$ cat config.mk
export PLATFORM = sky130hd
export DESIGN_NAME = pi_client_port_flat
export DESIGN_NICKNAME = d
export VERILOG_FILES = /design/src/rtl/pi_client_port_pkg.sv /design/src/rtl/pi_client_port_if.sv /design/src/rtl/pi_client_port_fifo.sv /design/src/rtl/pi_client_port.sv /design/src/flat_wrapper.sv
export SDC_FILE = /design/constraint.sdc
export NUM_CORES = 1
export LEC_CHECK = 0
export BUFFER_PORTS_ARGS = -buffer_cell sky130_fd_sc_hd__buf_4
export CORE_MARGIN = 1
export CORE_UTILIZATION = 62
export DETAILED_ROUTE_END_ITERATION = 8
export PLACE_DENSITY = 0.85
export SYNTH_ARGS = -nofsm -noshare
export SYNTH_HDL_FRONTEND = slang
export SYNTH_SLANG_ARGS = --single-unit
$ cat constraint.sdc
create_clock -name clk -period 4.36 [get_ports clk]
set_input_delay 0.436 -clock clk [delete_from_list [all_inputs] [get_ports clk]]
set_output_delay 0.436 -clock clk [all_outputs]
set_load 0.01 [all_outputs]
$ cat src/rtl/pi_client_port_pkg.sv
// Shared defaults and helpers for the pi-switch client endpoint.
package pi_client_port_pkg;

    localparam int N_DEF   = 8;
    localparam int D_W_DEF = 32;
    localparam int A_W_DEF = $clog2(N_DEF) + 1;

    // Source of the next registered packet on the switch-facing port
    typedef enum logic [1:0] {
        SEL_IDLE   = 2'd0,
        SEL_BOUNCE = 2'd1,
        SEL_INJECT = 2'd2
    } out_sel_e;

    function automatic logic [15:0] sat_inc16(input logic [15:0] val);
        if (val == 16'hFFFF) begin
            sat_inc16 = val;
        end else begin
            sat_inc16 = val + 16'd1;
        end
    endfunction

endpackage

$ cat src/rtl/pi_client_port_if.sv
// Switch-port and client-port signal bundle of one pi-switch leaf endpoint.
interface pi_client_port_if
    import pi_client_port_pkg::*;
#(
    parameter int A_W = A_W_DEF,
    parameter int D_W = D_W_DEF
);
    logic           noc_i_v;
    logic           noc_i_defl;
    logic [A_W-1:0] noc_i_addr;
    logic [D_W-1:0] noc_i_data;
    logic           noc_o_v;
    logic [A_W-1:0] noc_o_addr;
    logic [D_W-1:0] noc_o_data;
    logic           tx_v;
    logic           tx_rdy;
    logic [A_W-1:0] tx_addr;
    logic [D_W-1:0] tx_data;
    logic           rx_v;
    logic           rx_rdy;
    logic [D_W-1:0] rx_data;
    logic [15:0]    bounce_cnt;

    modport slave (
        input  noc_i_v, noc_i_defl, noc_i_addr, noc_i_data,
        input  tx_v, tx_addr, tx_data, rx_rdy,
        output noc_o_v, noc_o_addr, noc_o_data,
        output tx_rdy, rx_v, rx_data, bounce_cnt
    );

    modport master (
        output noc_i_v, noc_i_defl, noc_i_addr, noc_i_data,
        output tx_v, tx_addr, tx_data, rx_rdy,
        input  noc_o_v, noc_o_addr, noc_o_data,
        input  tx_rdy, rx_v, rx_data, bounce_cnt
    );
endinterface

$ cat src/rtl/pi_client_port_fifo.sv
// Synchronous FIFO with clock enable; pointers carry one extra wrap bit so
// full and empty are told apart by the MSB.
module pi_client_fifo #(
    parameter int W     = 8,
    parameter int DEPTH = 4
) (
    input  logic         clk,
    input  logic         rst,
    input  logic         ce,
    input  logic         push_i,
    input  logic [W-1:0] wdata_i,
    input  logic         pop_i,
    output logic [W-1:0] rdata_o,
    output logic         full_o,
    output logic         empty_o
);
    localparam int PW = $clog2(DEPTH) + 1;

    logic [W-1:0]  mem_q [DEPTH];
    logic [PW-1:0] wr_ptr_q, wr_ptr_d;
    logic [PW-1:0] rd_ptr_q, rd_ptr_d;
    logic          do_push_s, do_pop_s;

    assign full_o    = (wr_ptr_q[PW-1] != rd_ptr_q[PW-1]) &&
                       (wr_ptr_q[PW-2:0] == rd_ptr_q[PW-2:0]);
    assign empty_o   = (wr_ptr_q == rd_ptr_q);
    assign do_push_s = ce && push_i && !full_o;
    assign do_pop_s  = ce && pop_i && !empty_o;
    assign rdata_o   = mem_q[rd_ptr_q[PW-2:0]];

    // Pointer next-state
    always_comb begin
        wr_ptr_d = wr_ptr_q;
        rd_ptr_d = rd_ptr_q;
        if (do_push_s) begin
            wr_ptr_d = wr_ptr_q + PW'(1);
        end else begin
            wr_ptr_d = wr_ptr_q;
        end
        if (do_pop_s) begin
            rd_ptr_d = rd_ptr_q + PW'(1);
        end else begin
            rd_ptr_d = rd_ptr_q;
        end
    end

    // Pointer registers
    always_ff @(posedge clk or posedge rst) begin
        if (rst) begin
            wr_ptr_q <= '0;
            rd_ptr_q <= '0;
        end else begin
            wr_ptr_q <= wr_ptr_d;
            rd_ptr_q <= rd_ptr_d;
        end
    end

    // Storage write
    always_ff @(posedge clk) begin
        if (do_push_s) begin
            mem_q[wr_ptr_q[PW-2:0]] <= wdata_i;
        end
    end

endmodule

$ cat src/rtl/pi_client_port.sv
// Leaf endpoint of the pi-switch BFT: ejects packets for this client, re-injects
// everything else the switch hands back, and injects client traffic in idle slots.
module pi_client_port
    import pi_client_port_pkg::*;
#(
    parameter int N        = N_DEF,
    parameter int A_W      = $clog2(N) + 1,
    parameter int D_W      = D_W_DEF,
    parameter int POSX     = 0,
    parameter int TX_DEPTH = 4,
    parameter int RX_DEPTH = 4
) (
    input  logic              clk,
    input  logic              rst,
    input  logic              ce,
    pi_client_port_if.slave   bus
);
    localparam logic [A_W-1:0] POS_ADDR = A_W'(POSX);

    logic               tx_full_s, tx_empty_s, rx_full_s, rx_empty_s;
    logic [A_W+D_W-1:0] tx_head_s;
    logic               eject_s, bounce_s, inject_s;
    logic               defl_unused_s;
    out_sel_e           sel_s;

    logic               noc_o_v_q, noc_o_v_d;
    logic [A_W-1:0]     noc_o_addr_q, noc_o_addr_d;
    logic [D_W-1:0]     noc_o_data_q, noc_o_data_d;
    logic [15:0]        bounce_cnt_q, bounce_cnt_d;

    // The deflect flag does not change routing here: a packet for us is ejected either way.
    assign defl_unused_s = bus.noc_i_defl;

    // RX space is judged on the current flag, so a same-cycle pop never makes room.
    assign eject_s  = bus.noc_i_v && (bus.noc_i_addr == POS_ADDR) && !rx_full_s;
    assign bounce_s = bus.noc_i_v && !eject_s;
    assign inject_s = !bounce_s && !tx_empty_s;

    pi_client_fifo #(.W(A_W + D_W), .DEPTH(TX_DEPTH)) u_tx_fifo (
        .clk     (clk),
        .rst     (rst),
        .ce      (ce),
        .push_i  (bus.tx_v && !tx_full_s),
        .wdata_i ({bus.tx_addr, bus.tx_data}),
        .pop_i   (inject_s),
        .rdata_o (tx_head_s),
        .full_o  (tx_full_s),
        .empty_o (tx_empty_s)
    );

    pi_client_fifo #(.W(D_W), .DEPTH(RX_DEPTH)) u_rx_fifo (
        .clk     (clk),
        .rst     (rst),
        .ce      (ce),
        .push_i  (eject_s),
        .wdata_i (bus.noc_i_data),
        .pop_i   (bus.rx_rdy && !rx_empty_s),
        .rdata_o (bus.rx_data),
        .full_o  (rx_full_s),
        .empty_o (rx_empty_s)
    );

    // Output-packet source select and bounce counter next-state
    always_comb begin
        sel_s        = SEL_IDLE;
        noc_o_v_d    = 1'b0;
        noc_o_addr_d = noc_o_addr_q;
        noc_o_data_d = noc_o_data_q;
        bounce_cnt_d = bounce_cnt_q;
        if (bounce_s) begin
            sel_s = SEL_BOUNCE;
        end else if (inject_s) begin
            sel_s = SEL_INJECT;
        end else begin
            sel_s = SEL_IDLE;
        end
        case (sel_s)
            SEL_BOUNCE: begin
                noc_o_v_d    = 1'b1;
                noc_o_addr_d = bus.noc_i_addr;
                noc_o_data_d = bus.noc_i_data;
                bounce_cnt_d = sat_inc16(bounce_cnt_q);
            end
            SEL_INJECT: begin
                noc_o_v_d    = 1'b1;
                noc_o_addr_d = tx_head_s[A_W+D_W-1:D_W];
                noc_o_data_d = tx_head_s[D_W-1:0];
            end
            default: begin
                noc_o_v_d = 1'b0;
            end
        endcase
    end

    // Output packet register and bounce counter
    always_ff @(posedge clk or posedge rst) begin
        if (rst) begin
            noc_o_v_q    <= 1'b0;
            noc_o_addr_q <= '0;
            noc_o_data_q <= '0;
            bounce_cnt_q <= 16'd0;
        end else if (ce) begin
            noc_o_v_q    <= noc_o_v_d;
            noc_o_addr_q <= noc_o_addr_d;
            noc_o_data_q <= noc_o_data_d;
            bounce_cnt_q <= bounce_cnt_d;
        end
    end

    assign bus.noc_o_v    = noc_o_v_q;
    assign bus.noc_o_addr = noc_o_addr_q;
    assign bus.noc_o_data = noc_o_data_q;
    assign bus.tx_rdy     = !tx_full_s;
    assign bus.rx_v       = !rx_empty_s;
    assign bus.bounce_cnt = bounce_cnt_q;

endmodule
$ cat src/flat_wrapper.sv
// flat-port wrapper written by rule: the top's interface ports become plain ports
module pi_client_port_flat import pi_client_port_pkg::*;
#(
    parameter int N        = N_DEF,
    parameter int A_W      = $clog2(N) + 1,
    parameter int D_W      = D_W_DEF,
    parameter int POSX     = 0,
    parameter int TX_DEPTH = 4,
    parameter int RX_DEPTH = 4
)
  (clk, rst, ce, bus_noc_i_v, bus_noc_i_defl, bus_noc_i_addr, bus_noc_i_data, bus_tx_v, bus_tx_addr, bus_tx_data, bus_rx_rdy, bus_noc_o_v, bus_noc_o_addr, bus_noc_o_data, bus_tx_rdy, bus_rx_v, bus_rx_data, bus_bounce_cnt);
  pi_client_port_if #(.A_W(A_W), .D_W(D_W)) bus_i ();
  input  logic clk;
  input  logic rst;
  input  logic ce;
  input wire logic [$bits(bus_i.noc_i_v)-1:0] bus_noc_i_v;
  input wire logic [$bits(bus_i.noc_i_defl)-1:0] bus_noc_i_defl;
  input wire logic [$bits(bus_i.noc_i_addr)-1:0] bus_noc_i_addr;
  input wire logic [$bits(bus_i.noc_i_data)-1:0] bus_noc_i_data;
  input wire logic [$bits(bus_i.tx_v)-1:0] bus_tx_v;
  input wire logic [$bits(bus_i.tx_addr)-1:0] bus_tx_addr;
  input wire logic [$bits(bus_i.tx_data)-1:0] bus_tx_data;
  input wire logic [$bits(bus_i.rx_rdy)-1:0] bus_rx_rdy;
  output wire logic [$bits(bus_i.noc_o_v)-1:0] bus_noc_o_v;
  output wire logic [$bits(bus_i.noc_o_addr)-1:0] bus_noc_o_addr;
  output wire logic [$bits(bus_i.noc_o_data)-1:0] bus_noc_o_data;
  output wire logic [$bits(bus_i.tx_rdy)-1:0] bus_tx_rdy;
  output wire logic [$bits(bus_i.rx_v)-1:0] bus_rx_v;
  output wire logic [$bits(bus_i.rx_data)-1:0] bus_rx_data;
  output wire logic [$bits(bus_i.bounce_cnt)-1:0] bus_bounce_cnt;
  assign bus_i.noc_i_v = bus_noc_i_v;
  assign bus_i.noc_i_defl = bus_noc_i_defl;
  assign bus_i.noc_i_addr = bus_noc_i_addr;
  assign bus_i.noc_i_data = bus_noc_i_data;
  assign bus_i.tx_v = bus_tx_v;
  assign bus_i.tx_addr = bus_tx_addr;
  assign bus_i.tx_data = bus_tx_data;
  assign bus_i.rx_rdy = bus_rx_rdy;
  assign bus_noc_o_v = bus_i.noc_o_v;
  assign bus_noc_o_addr = bus_i.noc_o_addr;
  assign bus_noc_o_data = bus_i.noc_o_data;
  assign bus_tx_rdy = bus_i.tx_rdy;
  assign bus_rx_v = bus_i.rx_v;
  assign bus_rx_data = bus_i.rx_data;
  assign bus_bounce_cnt = bus_i.bounce_cnt;
  pi_client_port #(.N(N), .A_W(A_W), .D_W(D_W), .POSX(POSX), .TX_DEPTH(TX_DEPTH), .RX_DEPTH(RX_DEPTH)) u_core (.clk(clk), .rst(rst), .ce(ce), .bus(bus_i));
endmodule
==> results of run 1 <==
-- cell usage after synthesis, types with 2 or more instances --
cell type,instances,share of area (%)
sky130_fd_sc_hd__and2_1,8,0.37
sky130_fd_sc_hd__xor2_1,13,0.85
sky130_fd_sc_hd__o21ai_0,2,0.075
sky130_fd_sc_hd__buf_4,3,0.17
sky130_fd_sc_hd__buf_12,3,0.45
sky130_fd_sc_hd__buf_6,2,0.17
sky130_fd_sc_hd__clkbuf_4,2,0.11
sky130_fd_sc_hd__nand2_1,12,0.34
sky130_fd_sc_hd__nor2_1,3,0.084
sky130_fd_sc_hd__nand3_1,10,0.37
sky130_fd_sc_hd__xnor2_1,14,0.91
sky130_fd_sc_hd__nor4b_2,2,0.22
sky130_fd_sc_hd__inv_1,7,0.20
sky130_fd_sc_hd__nor3_1,5,0.19
sky130_fd_sc_hd__nor3_2,2,0.15
sky130_fd_sc_hd__a31oi_1,2,0.093
sky130_fd_sc_hd__nand4_1,5,0.23
sky130_fd_sc_hd__ha_1,11,1.0
sky130_fd_sc_hd__buf_2,10,0.37
sky130_fd_sc_hd__mux2_1,3,0.25
sky130_fd_sc_hd__dfrtp_1,65,12
sky130_fd_sc_hd__o22ai_2,30,2.8
sky130_fd_sc_hd__a2bb2oi_1,6,0.39
sky130_fd_sc_hd__nor4_2,2,0.19
sky130_fd_sc_hd__nor4_1,2,0.093
sky130_fd_sc_hd__and3_1,3,0.14
sky130_fd_sc_hd__edfxtp_1,272,61
sky130_fd_sc_hd__clkbuf_1,12,0.34
sky130_fd_sc_hd__a2bb2oi_2,30,3.4
sky130_fd_sc_hd__o22ai_1,6,0.28
sky130_fd_sc_hd__mux4_2,68,11
-- worst paths after layout --
path / start / depth (start not counted) / to / slack, ns
setup / recovery: u_core.u_tx_fifo.rd_ptr_q[1] / 5 / u_core.u_tx_fifo.mem_q[3][19] / 1.52
hold / removal: bus_tx_data[9] / 1 / u_core.u_tx_fifo.mem_q[0][9] / 0.12
setup reg to reg: u_core.u_tx_fifo.rd_ptr_q[1] / 5 / u_core.u_tx_fifo.mem_q[3][19] / 1.52
hold reg to reg: u_core.u_rx_fifo.wr_ptr_q[2] / 1 / u_core.u_rx_fifo.wr_ptr_q[2] / 0.49
max in group asynchronous: rst / 4 / u_core.u_tx_fifo.rd_ptr_q[0] / 2.86
min in group asynchronous: rst / 3 / u_core.bus.bounce_cnt[11] / 0.52
-- final cells by class --
| type | count | share of cell area [%] |
|---|---|---|
| Clock inverter | 20 | 1.56 |
| Timing Repair Buffer | 179 | 8.38 |
| Tap cell | 275 | 2.14 |
| Clock buffer | 42 | 5.73 |
| Multi-Input combinational cell | 255 | 21.1 |
| Inverter | 7 | 0.164 |
| Sequential cell | 337 | 61.0 |
-- critical path, cell delays in order (launching register included) --
cell,delay [ns]
sky130_fd_sc_hd__dfrtp_1,0.33
sky130_fd_sc_hd__buf_4,0.47
sky130_fd_sc_hd__xnor2_1,0.27
sky130_fd_sc_hd__nand3b_1,0.18
sky130_fd_sc_hd__and3_1,0.31
sky130_fd_sc_hd__and2_2,0.84
-- where the power goes --
part           leakage, nW  switching [W]  internal (W)
clock                0.574        0.00119       0.00181
combinational         1.95        0.00157       0.00161
sequential            3.21       0.000276       0.00392
-- routing by layer --
metal	vias up	share of wire [%]	GRT usage (%)
met4	0	3.6	10.4
met1	3548	40	34.9
li1	2969	-	-
met2	260	51	42.5
met5	-	0	0
met3	62	5.5	4.34
-- cells by family after synthesis --
kind of cell             after synthesis  share of synthesized area, %
AND/OR/NAND/NOR                       63                          3.09
flip-flops                           337                          73.0
AO/OA/AOI/OAI                         81                          7.43
XOR/XNOR                              28                          1.88
adder cells (fa/ha/maj)               11                          1.03
buffers and inverters                 39                          1.80
multiplexers                          72                          11.8
-- registers in the layout (all words and copies together), names as in the netlist --
name	count
u_core.bus.noc_o_v	1
u_core.bus.noc_o_addr	4
u_core.bus.noc_o_data	32
u_core.u_tx_fifo.wr_ptr_q	3
u_core.u_tx_fifo.rd_ptr_q	3
u_core.bus.bounce_cnt	16
u_core.u_rx_fifo.rd_ptr_q	3
u_core.u_rx_fifo.wr_ptr_q	3
u_core.u_tx_fifo.mem_q	144
u_core.u_rx_fifo.mem_q	128
-- per-stage QoR --
stage | power [W] | util [%] | setup WS [ns]
after floorplan | 0.00635 | - | 1.73
after global placement | 0.00728 | 70.6 | 1.60
after detailed placement | 0.00743 | 70.6 | 1.46
after CTS | 0.0104 | 76.2 | 1.49
after global routing | 0.0108 | 76.2 | 1.33
final | 0.0104 | 76.2 | 1.52
-- cell usage in the layout, fill, tap and decap left out, types with 10 or more instances in the layout --
| master | instances |
|---|---|
| sky130_fd_sc_hd__xnor2_1 | 14 |
| sky130_fd_sc_hd__a2bb2oi_2 | 30 |
| sky130_fd_sc_hd__o22ai_2 | 30 |
| sky130_fd_sc_hd__clkbuf_16 | 34 |
| sky130_fd_sc_hd__buf_4 | 178 |
| sky130_fd_sc_hd__ha_1 | 11 |
| sky130_fd_sc_hd__xor2_1 | 13 |
| sky130_fd_sc_hd__mux4_2 | 68 |
| sky130_fd_sc_hd__edfxtp_1 | 272 |
| sky130_fd_sc_hd__dfrtp_1 | 63 |
| sky130_fd_sc_hd__nand3_1 | 10 |
| sky130_fd_sc_hd__nand2_1 | 12 |
-- what timing repair did --
action,CTS,global route
hold endpoints to repair,23,0
endpoints found under the setup margin,0,0
buffers inserted,0,0
resized for setup,0,0
hold buffers,1,0
==> impl_results.md, run 1 <==
- Worst EP required: 4.49 ns
- Top_reg_cell synth: sky130_fd_sc_hd__edfxtp_1
- Crit end category: flip-flop
- Worst path arrival time: 2.97 ns
- Floorplan die area: 0.0222 mm2
- Iteration count of the initial detailed-routing pass: 4
- Clock tree root buffer cell: sky130_fd_sc_hd__clkbuf_16
- Post-synthesis net count: 721
- WL final: 27700 um
- Leakage power: 5.74 nW
- Register bit total from synthesis: around 340
- HPWL after detailed placement: 17900 um
- Clk_lat worst skew: approximately 0.53 ns
- Fraction of final layout cells with drive strength greater than 1: 45.6%
- Worst-case headroom to the max-slew limit: 33.7%
- Antenna violations before repair: 0
- Clock input transition at the sequential cells of the worst setup and hold paths: 0.07 ns
- Starting Density: 63.6%
- Maxcap violations: 0
- Placement row count: 53
- TritonCTS clock tree: built
- Remaining Overflow, GRT: 0
- Highest attainable clock frequency: roughly 350 MHz
- Post-synth EDFFs: about 270
- Post-detailed-route count of antenna-violating nets: 0
- Number of warnings reported in the yosys synthesis log: 0
- Setup repair after global routing missed its margin: false
- Classification of the worst-slack hold path: in -> reg
- Antenna Cells: 0
- Number of sinks handled by clock tree synthesis: 337
- Proportion of register bits with asynchronous set or reset after synthesis: between 15 and 20%
- Final-layout setup total negative slack: 0 ns
- Area of the core region: around 0.021 mm2
- Final cell area excluding filler cells: around 0.016 mm2
- Final clock period utilization by the worst path: between 60% and 70%
- Height of the die: 149 um
- Fill count: 1157
- Pin slew with the least headroom to its limit: 0.995 ns
- Post-synthesis area per instance: 21.3 um2
- Final routed DRC violation total: 0
- Worst hold slack: 0.122 ns
- IO Pins: 166
- Avg Vias per Cell: 6.13
- Standard cell area after detailed placement: 0.0149 mm2
- Worst-case vdd ir drop: 0.447 mV
- Net count, final: 904
- Worst-case clock buffer depth: 3
- Cell count after placement: 1052
- Time the final worst path needs with I/O delays and setup: 2.84 ns
- Final-report max-slew violation count: 0
- Cell area after synthesis: between 0.01 and 0.015 mm2
- Detailed Route Iter0 Violations: 458
- Final Non-Filler Cells: 1115
- First-pass GRT wire length: 41900 um
- Area of all sequential standard cells: 0.00980 mm2
- Pin count of the biggest net entering global routing: 43
- Number of I/O port buffers: 164
- Cell Pwr Density: 645 mW/mm2
- Category of the critical setup timing path: reg -> reg
- Sequential area share after synthesis: 73.0%
- Per-cell routed wire length: 24.9 um
- Number of setup violations in the final report: 0
- H-Tree Depth: 2
- X dimension of the die: 149 um
- Result of the run: complete, no violations
- Routability-driven placement congestion ratio: 0.849
- Gr usage total: roughly 26%
- TritonCTS Buffers: 34
- Distinct cell type count after synthesis: 47
- Critical path fanouts, max: 39
- Total via count after detailed routing: between 6000 and 7000
- Number of failing hold endpoints at the final stage: 0
- Area used by multi-input combinational logic: 0.00339 mm2
- Critical Path Start Type: flip-flop
- Area growth, synth to finish: 19.8%
- Vias in the first global route: 7197
- Fin Clk Skew: 0.0182 ns
- Cell count after synthesis: roughly 630
Power figures use the tool's default switching activity.
==> inputs of run 2 (changes only) <==
--- a/config.mk
+++ b/config.mk
@@ -7,9 +7,9 @@
 export LEC_CHECK = 0
 export BUFFER_PORTS_ARGS = -buffer_cell sky130_fd_sc_hd__buf_4
 export CORE_MARGIN = 1
-export CORE_UTILIZATION = 62
+export CORE_UTILIZATION = 52
 export DETAILED_ROUTE_END_ITERATION = 8
-export PLACE_DENSITY = 0.85
+export PLACE_DENSITY = 0.77
 export SYNTH_ARGS = -nofsm -noshare
 export SYNTH_HDL_FRONTEND = slang
 export SYNTH_SLANG_ARGS = --single-unit
==> constraint.sdc (replaced) <==
create_clock -name clk -period 2.4 [get_ports clk]
set_input_delay 0.24 -clock clk [delete_from_list [all_inputs] [get_ports clk]]
set_output_delay 0.24 -clock clk [all_outputs]
set_load 0.01 [all_outputs]
==> run 2 against run 1 <==
Power grew 85%. Clock skew fell by 0.0043 ns. Hold slack lost 0.048 ns. Sequential cell count stayed put. Die area rose by 19%. Critical path depth decreased by 2. Cell count up 13%. Clock power increased by 83%. Combinational power up 91%. Final area grew 6.6%. Sequential share of layout area shrank 3.8 points. Largest cell class unchanged. Highest routed layer unchanged. Global-route usage shrank 4.0 points.
==> impl_results.md, run 2 (same netlist as run 1, synthesis figures left out) <==
- Result of the run: complete, no violations
- Worst EP required: 2.16 ns
- Remaining Overflow, GRT: 0
- Area of the core region: 0.0253 mm2
- Gr usage total: 21.9%
- Hold Path Sink: u_core.bus.noc_o_addr[2]
- Number of failing hold endpoints at the final stage: 0
- Area growth, synth to finish: 27.7%
- Critical Path Start Type: flip-flop
- Number of setup violations in the final report: 0
- Total via count after detailed routing: 7059
- Endpoint of the worst register-to-register path: u_core.bus.bounce_cnt[1]
- Classification of the worst-slack hold path: in -> reg
- Floorplan die area: between 0.02 and 0.03 mm2
- Per-cell routed wire length: approximately 22 um
- HPWL after detailed placement: roughly 18000 um
- Antenna violations before repair: 3
- Crit end category: output port
- Placement row count: 58
- Avg Vias per Cell: between 5 and 6
- TritonCTS Buffers: 34
- Net count, final: 989
- Worst-case vdd ir drop: 0.838 mV
- Fin Clk Skew: 0.0139 ns
- Length in cells of the worst reg-to-reg path: 6
- Worst-case headroom to the max-slew limit: a little over half
- Final worst-path setup slack: 0.112 ns
- Post-detailed-route count of antenna-violating nets: 0
- M1 GR Usage: 29.6%
- Pin count of the biggest net entering global routing: 39
- Height of the die: 163 um
- Final clock period utilization by the worst path: 95.3%
- Min-delay src: bus_noc_i_addr[2]
- Category of the critical setup timing path: reg -> out
- Number of setup buffers added after CTS: 0
- TritonCTS clock tree: built
- Highest attainable clock frequency: 437 MHz
- Clock input transition at the sequential cells of the worst setup and hold paths: 0.06 ns
- Starting Density: between 50 and 60%
- IO Pins: 166
- Vias in the first global route: 7487
- Iteration count of the initial detailed-routing pass: 4
- Number of I/O port buffers: roughly 160
- Setup slack at placement: 0.235 ns
- WL final: about 28000 um
- Clock tree root buffer cell: sky130_fd_sc_hd__clkbuf_16
- Maxcap violations: 0
- Grt peak-use layer: met2
- M2 GR Usage: 35.8%
- Met3 Use GR: 3.79%
- Number of flip-flops in the largest register: 144
- Most frequent cells in the layout: 272 x sky130_fd_sc_hd__edfxtp_1, 182 x sky130_fd_sc_hd__buf_4, 69 x sky130_fd_sc_hd__dlygate4sd3_1, 68 x sky130_fd_sc_hd__mux4_2, 62 x sky130_fd_sc_hd__dfrtp_1
- Cell Pwr Density: ~1100 mW/mm2
- Routability-driven placement congestion ratio: 0.866
- H-Tree Depth: 2
- Final-report max-slew violation count: 0
- Worst-case clock buffer depth: 3
- X dimension of the die: about 160 um
- Fraction of final layout cells with drive strength greater than 1: 43.2%
- Time the final worst path needs with I/O delays and setup: 2.29 ns
- Most common cell after layout, fill and taps aside: sky130_fd_sc_hd__edfxtp_1
- Critical path fanouts, max: 34
- R2R Path Start: u_core.bus.bounce_cnt[0]
- First-pass GRT wire length: 42900 um
- Final-layout setup total negative slack: 0 ns
- Setup repair after global routing missed its margin: false
- Clk_lat worst skew: 0.50 ns
- Worst path arrival time: 2.05 ns
- Setup slack on the worst flop-to-flop path: 0.21 ns
- Final core utilization: 67.8%
- Detailed Route Iter0 Violations: 552
- Standard cell area after detailed placement: 0.0152 mm2
- Depth of the worst hold-timing path: 3
- Final cell area excluding filler cells: 0.0171 mm2
- Pin slew with the least headroom to its limit: approximately 0.67 ns
- Leakage power: 6.15 nW
- Final routed DRC violation total: 0
- Number of sinks handled by clock tree synthesis: around 340
-- run 2: final cells by class --
| type | count | area [um2] |
|---|---|---|
| sequential | 337 | 9800 |
| fill | 1592 | 8130 |
| multi-input combinational | 255 | 3390 |
| timing repair buffer | 264 | 2310 |
| clock buffer | 47 | 993 |
| tap | 330 | 413 |
| clock inverter | 12 | 188 |
| inverter | 7 | 26.3 |
| antenna | 3 | 7.51 |
-- run 2: stage by stage --
| step | hold slack, ns | total power [W] | std cells |
|---|---|---|---|
| after floorplan | 0.339 | 0.0115 | 631 |
| after global placement | 0.361 | 0.0135 | 1124 |
| after detailed placement | 0.384 | 0.0138 | 1124 |
| after CTS | 0.0520 | 0.0194 | 1252 |
| after global routing | 0.0660 | 0.0200 | 1255 |
| final | 0.0740 | 0.0192 | 1255 |
-- run 2: power by group --
group          leakage, nW  switching (W)  internal (W)
combinational         2.37        0.00289       0.00318
clock                0.573        0.00207       0.00343
sequential            3.21       0.000544       0.00711
-- run 2: worst max-delay path by stage --
stage / start / end / slack, ns
finish: u_core.u_rx_fifo.rd_ptr_q[0] / bus_rx_data[3] / 0.11
global route: u_core.u_rx_fifo.rd_ptr_q[0] / bus_rx_data[3] / 0.01
CTS: u_core.u_rx_fifo.rd_ptr_q[0] / bus_rx_data[8] / 0.05
detailed placement: bus_noc_i_addr[1] / u_core.bus.bounce_cnt[1] / 0.23
global placement: bus_noc_i_addr[1] / u_core.bus.bounce_cnt[1] / 0.26
floorplan: u_core.u_rx_fifo.rd_ptr_q[0] / u_core.u_rx_fifo.mem_q[3][0] / 0.04
-- run 2: what timing repair did --
| action | CTS | global route |
|---|---|---|
| hold endpoints to repair | 301 | 0 |
| endpoints found under the setup margin | 32 | 4 |
| hold buffers | 69 | 0 |
| resized for setup | 1 | 1 |
-- run 2: metal layers --
metal | share of wire [%] | vias to the layer above
met3 | 4.3 | 51
met4 | 2.8 | 0
met2 | 51 | 216
met1 | 42 | 3653
met5 | 0 | -
li1 | - | 3139
-- run 2: critical path, cell delays in order, from the launching register on --
cell,delay (ns)
sky130_fd_sc_hd__dfrtp_2,0.38
sky130_fd_sc_hd__clkbuf_8,0.39
sky130_fd_sc_hd__mux4_2,0.59
sky130_fd_sc_hd__buf_4,0.17
==> inputs of run 3 (changes only) <==
--- a/config.mk
+++ b/config.mk
@@ -10,6 +10,7 @@
 export CORE_UTILIZATION = 52
 export DETAILED_ROUTE_END_ITERATION = 8
 export PLACE_DENSITY = 0.77
+export RECOVER_POWER = 25
 export SYNTH_ARGS = -nofsm -noshare
 export SYNTH_HDL_FRONTEND = slang
 export SYNTH_SLANG_ARGS = --single-unit
==> run 3 against run 2 <==
Wire length is 0.17% lower. Cell count stayed put. Combinational power is 0.7% lower. Clock power hardly changed. Setup slack worse by 0.0076 ns. Critical path depth stayed put. Core utilization is 0.74 points lower. Maximum frequency is 0.33% lower. Non-clock buffer count stayed put. Via count is 0.48% higher. Largest power group unchanged.
==> impl_results.md, run 3 (same netlist as run 1, synthesis figures left out) <==
- Worst-case vdd ir drop: about 0.84 mV
- Clk_lat worst skew: 0.50 ns
- TritonCTS clock tree: built
- Vias in the first global route: 7487
- Net count, final: 989
- Final routed DRC violation total: 0
- Endpoint of the worst register-to-register path: u_core.bus.bounce_cnt[1]
- Final cell area excluding filler cells: 0.0169 mm2
- First-pass GRT wire length: 42900 um
- Critical Path Start Type: flip-flop
- Standard cell area after detailed placement: between 0.015 and 0.02 mm2
- Number of I/O port buffers: 164
- Floorplan die area: approximately 0.026 mm2
- Pin count of the biggest net entering global routing: 39
- Number of sinks handled by clock tree synthesis: 337
- Gr usage total: 21.9%
- Area of the core region: 0.0253 mm2
- Worst EP required: 2.16 ns
- Switching share of power: 28.7%
- R2R Path Start: u_core.bus.bounce_cnt[0]
- HPWL after detailed placement: 18400 um
- Category of the critical setup timing path: reg -> out
- Iteration count of the initial detailed-routing pass: 4
- Area growth, synth to finish: 26.3%
- Detailed Route Iter0 Violations: 570
- Clock tree root buffer cell: sky130_fd_sc_hd__clkbuf_16
- Per-cell routed wire length: roughly 22 um
- Final worst-path setup slack: 0.104 ns
- Classification of the worst-slack hold path: in -> reg
- Final-report max-slew violation count: 0
- Number of setup buffers added after CTS: 0
- Total via count after detailed routing: 7093
- Seq pwr share: 39.9%
- Clock input transition at the sequential cells of the worst setup and hold paths: 0.06 ns
- Time the final worst path needs with I/O delays and setup: around 2.3 ns
- Critical path fanouts, max: 34
- X dimension of the die: 163 um
- Setup slack at placement: 0.235 ns
- Final-layout setup total negative slack: 0 ns
- Hold Path Sink: u_core.bus.noc_o_addr[2]
- Antenna violations before repair: 3
- Post-detailed-route count of antenna-violating nets: 0
- Net Switching: 0.00550 W
- Most frequent cells in the layout: 272 x sky130_fd_sc_hd__edfxtp_1, 132 x sky130_fd_sc_hd__buf_4, 69 x sky130_fd_sc_hd__dlygate4sd3_1, 68 x sky130_fd_sc_hd__mux4_2, 62 x sky130_fd_sc_hd__dfrtp_1
- Avg Vias per Cell: 5.65
- Leakage power: 5.97 nW
- Internal power: 0.0137 W
- TritonCTS Buffers: 34
- Worst path arrival time: between 2 and 2.5 ns
- Starting Density: 53.1%
- Number of setup violations in the final report: 0
- Placement row count: 58
- Setup repair after global routing missed its margin: false
- Clock network fraction of design power: 28.7%
- Final clock period utilization by the worst path: 95.7%
- Depth of the worst hold-timing path: 3
- Worst-case headroom to the max-slew limit: between 50% and 60%
- Routability-driven placement congestion ratio: 0.866
- Result of the run: complete, no violations
- Fin Clk Skew: 0.0124 ns
- Maxcap violations: 0
- Fraction of final layout cells with drive strength greater than 1: 37.7%
- Setup slack on the worst flop-to-flop path: 0.20 ns
- Remaining Overflow, GRT: 0
- Combinational share of power: 31.4%
- Min-delay src: bus_noc_i_addr[2]
- WL final: 28000 um
- Highest attainable clock frequency: 436 MHz
- H-Tree Depth: 2
- Worst-case clock buffer depth: 3
- Number of flip-flops in the largest register: 144
- Pin slew with the least headroom to its limit: 0.668 ns
- Most common cell after layout, fill and taps aside: sky130_fd_sc_hd__edfxtp_1
- Cell Pwr Density: 1130 mW/mm2
- Number of failing hold endpoints at the final stage: 0
- Length in cells of the worst reg-to-reg path: 6
- Height of the die: 163 um
- IO Pins: ~170
- Crit end category: output port
==> run 3: metrics by stage <==
| step | instances | power, W | hold WS [ns] | utilization, % |
|---|---|---|---|---|
| after detailed placement | 1124 | 0.0138 | 0.384 | 60.4 |
| after CTS | 1252 | 0.0194 | 0.0520 | 67.8 |
| after global routing | 1255 | 0.0200 | 0.0660 | 67.1 |
| after global placement | 1124 | 0.0135 | 0.361 | 60.4 |
| final | 1255 | 0.0192 | 0.0722 | 67.1 |
| after floorplan | 631 | 0.0115 | 0.339 | - |
==> run 3: worst max-delay path by stage <==
stage / from / endpoint / cells past startpoint
4_1_cts: u_core.u_rx_fifo.rd_ptr_q[0] / bus_rx_data[8] / 3
2_1_floorplan: u_core.u_rx_fifo.rd_ptr_q[0] / u_core.u_rx_fifo.mem_q[3][0] / 5
5_1_grt: u_core.u_rx_fifo.rd_ptr_q[0] / bus_rx_data[3] / 3
3_3_place_gp: bus_noc_i_addr[1] / u_core.bus.bounce_cnt[1] / 9
3_5_place_dp: bus_noc_i_addr[1] / u_core.bus.bounce_cnt[1] / 9
6_report: u_core.u_rx_fifo.rd_ptr_q[0] / bus_rx_data[15] / 3
==> run 3: power groups by stage <==
stage,Combinational [W],Sequential [W],Clock (W)
final,0.00603,0.00765,0.00550
after global routing,0.00645,0.00772,0.00584
after CTS,0.00615,0.00764,0.00559
after detailed placement,0.00601,0.00775,0
after global placement,0.00584,0.00769,0
after floorplan,0.00378,0.00776,0
==> run 3: critical path, stage by stage, from the launching register on <==
cell and delay [ns]:
sky130_fd_sc_hd__dfrtp_2 0.38, sky130_fd_sc_hd__clkbuf_8 0.39, sky130_fd_sc_hd__mux4_2 0.58, sky130_fd_sc_hd__buf_4 0.17
==> run 3: routing by layer <==
| metal | part of all wire, % | global-route usage, % | wire length, um | vias up |
|---|---|---|---|---|
| li1 | - | - | - | 3141 |
| met1 | 42 | 29.6 | 11700 | 3677 |
| met2 | 51 | 35.8 | 14100 | 226 |
| met3 | 4.7 | 3.79 | 1320 | 49 |
| met4 | 2.8 | 8.37 | 773 | 0 |
| met5 | 0 | 0 | 0 | - |
==> run 3: area by class of cell <==
class	count	area, um2
antenna	3	7.51
sequential	337	9800
fill	1657	8310
multi-input combinational	255	3390
clock buffer	47	993
timing repair buffer	264	2120
tap	330	413
clock inverter	12	188
inverter	7	26.3
==> run 3: what timing repair did <==
item | CTS | global route
hold endpoints to repair | 301 | 0
resized for setup | 1 | 1
endpoints found under the setup margin | 32 | 4
hold buffers | 69 | 0
